$ cat src/rtl/ram_loader.sv
// ram_loader: writes a framed valid/ready byte stream (LEN, BASE, payload, CSUM) into RAM,
// holding the CPU off the RAM port while loading and flagging checksum errors.
module ram_loader #(
    parameter int ADDR_WIDTH = 8,
    parameter int DATA_WIDTH = 8
) (
    input  logic                  clk,
    input  logic                  rst,
    input  logic                  start,
    input  logic [DATA_WIDTH-1:0] in_data,
    input  logic                  in_valid,
    output logic                  in_ready,
    output logic [ADDR_WIDTH-1:0] ram_addr,
    output logic [DATA_WIDTH-1:0] ram_din,
    output logic                  ram_we,
    output logic                  busy,
    output logic                  done,
    output logic                  err
);
    typedef enum logic [2:0] {IDLE, LEN, BASE, DATA, CSUM, DONE, ERR} state_t;
    state_t                state_q, state_d;
    logic [ADDR_WIDTH:0]   len_q, len_d, cnt_q, cnt_d, cnt_inc;
    logic [ADDR_WIDTH-1:0] addr_q, addr_d, ram_addr_q, ram_addr_d;
    logic [DATA_WIDTH-1:0] sum_q, sum_d, ram_din_q, ram_din_d, csum_chk;
    logic                  ram_we_q, ram_we_d, busy_q, busy_d, done_q, done_d, err_q, err_d;
    logic                  xfer, arm;
    assign in_ready = state_q inside {LEN, BASE, DATA, CSUM};
    assign ram_addr = ram_addr_q;
    assign ram_din  = ram_din_q;
    assign ram_we   = ram_we_q;
    assign busy     = busy_q;
    assign done     = done_q;
    assign err      = err_q;
    always_comb begin
        xfer       = in_valid & in_ready;
        arm        = start & (state_q inside {IDLE, DONE, ERR});
        cnt_inc    = cnt_q + 1'b1;
        csum_chk   = sum_q + in_data;
        state_d    = state_q;
        len_d      = len_q;
        cnt_d      = cnt_q;
        addr_d     = addr_q;
        sum_d      = sum_q;
        ram_addr_d = ram_addr_q;
        ram_din_d  = ram_din_q;
        ram_we_d   = 1'b0;
        busy_d     = busy_q;
        done_d     = done_q;
        err_d      = err_q;
        if (arm) begin
            state_d = LEN;
            busy_d  = 1'b1;
            done_d  = 1'b0;
            err_d   = 1'b0;
        end else if (xfer) begin
            case (state_q)
                LEN: begin
                    // LEN of zero means the whole address space
                    len_d   = {in_data[ADDR_WIDTH-1:0] == '0, in_data[ADDR_WIDTH-1:0]};
                    state_d = BASE;
                end
                BASE: begin
                    addr_d  = in_data[ADDR_WIDTH-1:0];
                    cnt_d   = '0;
                    sum_d   = '0;
                    state_d = DATA;
                end
                DATA: begin
                    ram_we_d   = 1'b1;
                    ram_addr_d = addr_q;
                    ram_din_d  = in_data;
                    addr_d     = addr_q + 1'b1;
                    sum_d      = csum_chk;
                    cnt_d      = cnt_inc;
                    state_d    = (cnt_inc == len_q) ? CSUM : DATA;
                end
                CSUM: begin
                    busy_d  = 1'b0;
                    done_d  = csum_chk == '0;
                    err_d   = csum_chk != '0;
                    state_d = (csum_chk == '0) ? DONE : ERR;
                end
                default: ;
            endcase
        end
    end
    always_ff @(posedge clk) begin
        if (rst) begin
            state_q    <= IDLE;
            len_q      <= '0;
            cnt_q      <= '0;
            addr_q     <= '0;
            sum_q      <= '0;
            ram_addr_q <= '0;
            ram_din_q  <= '0;
            ram_we_q   <= 1'b0;
            busy_q     <= 1'b0;
            done_q     <= 1'b0;
            err_q      <= 1'b0;
        end else begin
            state_q    <= state_d;
            len_q      <= len_d;
            cnt_q      <= cnt_d;
            addr_q     <= addr_d;
            sum_q      <= sum_d;
            ram_addr_q <= ram_addr_d;
            ram_din_q  <= ram_din_d;
            ram_we_q   <= ram_we_d;
            busy_q     <= busy_d;
            done_q     <= done_d;
            err_q      <= err_d;
        end
    end
endmodule

$ cat config.mk
export PLATFORM = sky130hd
export DESIGN_NAME = ram_loader
export DESIGN_NICKNAME = d
export VERILOG_FILES = /design/src/rtl/ram_loader.sv
export SDC_FILE = /design/constraint.sdc
export NUM_CORES = 1
export LEC_CHECK = 0
export BUFFER_PORTS_ARGS = -buffer_cell sky130_fd_sc_hd__buf_2
export CORE_ASPECT_RATIO = 1.25
export CORE_MARGIN = 2
export CORE_UTILIZATION = 60
export DETAILED_ROUTE_END_ITERATION = 12
export GPL_TIMING_DRIVEN = 0
export PLACE_DENSITY = 0.86
export SYNTH_ARGS = -nofsm -noshare
export SYNTH_HDL_FRONTEND = slang
export SYNTH_SLANG_ARGS = --single-unit
$ cat constraint.sdc
create_clock -name clk -period 7.5 [get_ports clk]
set_input_delay 2.25 -clock clk [delete_from_list [all_inputs] [get_ports clk]]
set_output_delay 2.25 -clock clk [all_outputs]
set_load 0.02 [all_outputs]
==> out/qor.yml <==
run_status:
  status: "complete, no violations"
drt:
  viasPerCell: 5.81
  drc_errors: 0
  vias: 2708
  drtIter0Drc: 176
  wl_per_cell_um: 15.0
  finalWirelength_um: 7000
  dr.pass1.iters: 5
  postRouteAntennaNets: 0
synth:
  synth_nets: 381
  synth_edf_count: 0
  synth_top_area_frac: 0.398
  yosysMostFrequentCell: "nand2_1"
  synth_seq_area_share: 0.398
  ys_seq_elements: 57
  yosys.area_share.simple: 0.232
  syn-instance-count: 359
  avgSynthCellArea_um2: 7.98
  synthAdderAreaFrac: 0.0463
  synthFlopType: "dfxtp_1"
  async_flop_share: 0
  ys_types: 48
  synth_top_area_cell: "dfxtp_1"
  ys_top_cells_by_area: "dfxtp_1, nand2_1, a21oi_1, xnor2_1, nor2_1"
  synth_top_family_by_area: "simple AND/OR/NAND/NOR gates"
  synth_commonest_cells: "nand2_1, dfxtp_1, a21oi_1, nor2_1, o21ai_0"
  synthXorXnorAreaFrac: 0.0703
  ys_warn_count: 0
  synth_compound_area_frac: 0.215
  synth_area_mm2: 0.00286
  synthMuxAreaShare: 0.00393
timing:
  rsz0062_at_grt: "no"
  fin_crit_ps: 4130
  slew_headroom: 0.488
  post-route-period-util: 0.550
  tightest_slew_ps: 757
  fin_worst_skew_ps: 3.48
  setup_viol: 0
  maxSlewViolCount: 0
  tns_ps: 0
  max_clock_freq_mhz: 242
  final-hold-violation-count: 0
placed_design:
  place_hpwl_um: 5070
  place_congestion: 0.887
  dp.cells: 450
  port_buffers: 31
  placed_cell_area_mm2: 0.00309
cells_and_area:
  n_antenna_cell: 0
  drive_above_1_share: 0.158
  final_area_mm2: 0.00330
  nNetsFinal: 423
  fin_cells: 466
  area_delta_synth_final_pct: 15.4
setup_path:
  cp_max_fo: 5
  cp.required_ps: 7720
  path_class: "input port to flop"
  cp.arrival_ps: 4340
  timing.critical_path.to_type: "flop"
  cp-start-kind: "input port"
  rr_worst_depth: 8
global_route:
  grt_pass1_wl_um: 11900
  grt_max_degree: 11
  grt_overflow: 0
  grt_usage: 0.294
  grt_pass1_vias: 2584
  antenna_found_initial: 0
clock_network:
  cts-root-buf: "clkbuf_8"
  clkTransAtPathRegs_ps: 70
  post-cts-setup-buffers: 0
  numCtsBuffers: 9
  cts_resized: 0
  cts_buffer_depth: 2
  htree_levels: 3
  cts_tree: "built"
  ctsHoldBuffers: 0
  insertion_delay_ps: 340
  numClockSinks: 57
die:
  core_mm2: 0.00466
  die_h_um: 81.2
  dieArea_mm2: 0.00535
  start_util: 0.615
  die_x_um: 65.8
  rows: 28
  ios: 33
power_and_ir_drop:
  internal_power_mw: 0.509
  seq_power_share: 0.463
  leakagePower_nw: 1.24
  powerDensity_mw_per_mm2: 203
  netSwitchingFraction: 0.242
  comb_power_share: 0.075
  switchingPower_mw: 0.163
  clockPowerShare: 0.461
  ir_drop_uv: 125
worst_hold_path:
  hold_depth: 2
  hold_class: "flop to flop"
run:
  max_cap_viol_count: 0
## state kept, by name, summed over array words and instances (netlist names)
signal,count
addr_q,8
busy,1
cnt_q,9
done,1
err,1
len_q,9
ram_addr,8
ram_din,8
ram_we,1
state_q,3
sum_q,8
## power groups by stage
stage | registers, mW | logic [mW] | clock network, mW
finish | 0.311 | 0.0507 | 0.310
global route | 0.312 | 0.0558 | 0.332
CTS | 0.311 | 0.0501 | 0.315
detailed placement | 0.318 | 0.0497 | 0
global placement | 0.318 | 0.0483 | 0
floorplan | 0.318 | 0.0322 | 0
## metal layers
layer,vias to the layer above,share of wire,global-route usage
li1,1342,-,-
met1,1259,0.41,0.340
met2,85,0.50,0.503
met3,22,0.063,0.0928
met4,0,0.031,0.115
met5,-,0,0
## critical path, cell delays in order
cell	delay, ps
buf_2	140
ha_1	240
fa_1	420
a211oi_2	280
o21bai_1	140
a21oi_1	210
xnor2_1	140
nor4b_2	380
o22ai_1	140
## metrics by stage
stage	hold slack [ps]	utilization	setup WS (ps)	total power, mW
CTS	455	0.709	3410	0.676
global route	474	0.709	3270	0.700
global placement	440	0.664	3140	0.366
floorplan	445	-	3440	0.350
finish	454	0.709	3370	0.672
detailed placement	446	0.664	3070	0.368
## cell families after synthesis
family,count (synthesis)
flops,57
mux,1
simple gates,144
buf+inv,24
fa+ha+maj,10
compound gates,100
xor+xnor,23
## layout by cell type (no fill, tap or decap), types with 2 or more instances in the layout
cell type | netlist | routed
o221ai_1 | 3 | 3
nor3b_1 | 3 | 3
xor2_1 | 9 | 9
clkinv_2 | 0 | 3
nand2_1 | 72 | 72
clkbuf_1 | 14 | 15
and2_1 | 3 | 3
nand3_1 | 7 | 7
a211oi_1 | 3 | 3
a22oi_1 | 9 | 9
a21oi_1 | 51 | 51
nor2_1 | 32 | 32
nor4b_1 | 2 | 2
nor3_1 | 8 | 8
clkbuf_8 | 0 | 9
inv_1 | 4 | 4
nor4_1 | 5 | 5
bufinv_16 | 0 | 2
o21bai_1 | 2 | 2
o21ai_0 | 18 | 18
ha_1 | 9 | 9
dfxtp_1 | 57 | 57
buf_2 | 6 | 37
xnor2_1 | 14 | 14
a211oi_2 | 2 | 2
## worst paths after layout
path | startpoint | to | slack, ps
setup / recovery | in_data[0] | state_q[1]$_SDFFE_PP0P_ | 3370
hold / removal | ram_addr[7]$_SDFFE_PP0P_ | ram_addr[7]$_SDFFE_PP0P_ | 450
setup reg to reg | sum_q[0]$_SDFFE_PP0P_ | state_q[1]$_SDFFE_PP0P_ | 5130
hold reg to reg | ram_addr[7]$_SDFFE_PP0P_ | ram_addr[7]$_SDFFE_PP0P_ | 450
## final cells by class
| cell class | count | area (um2) |
|---|---|---|
| Multi-Input combinational cell | 278 | 1630 |
| Fill cell | 375 | 1360 |
| Sequential cell | 57 | 1140 |
| Timing Repair Buffer | 31 | 155 |
| Clock buffer | 10 | 128 |
| Clock inverter | 6 | 82.6 |
| Buffer | 20 | 82.6 |
| Tap cell | 60 | 75.1 |
| Inverter | 4 | 15.0 |
Note: power is estimated with default switching activity, not from simulation.
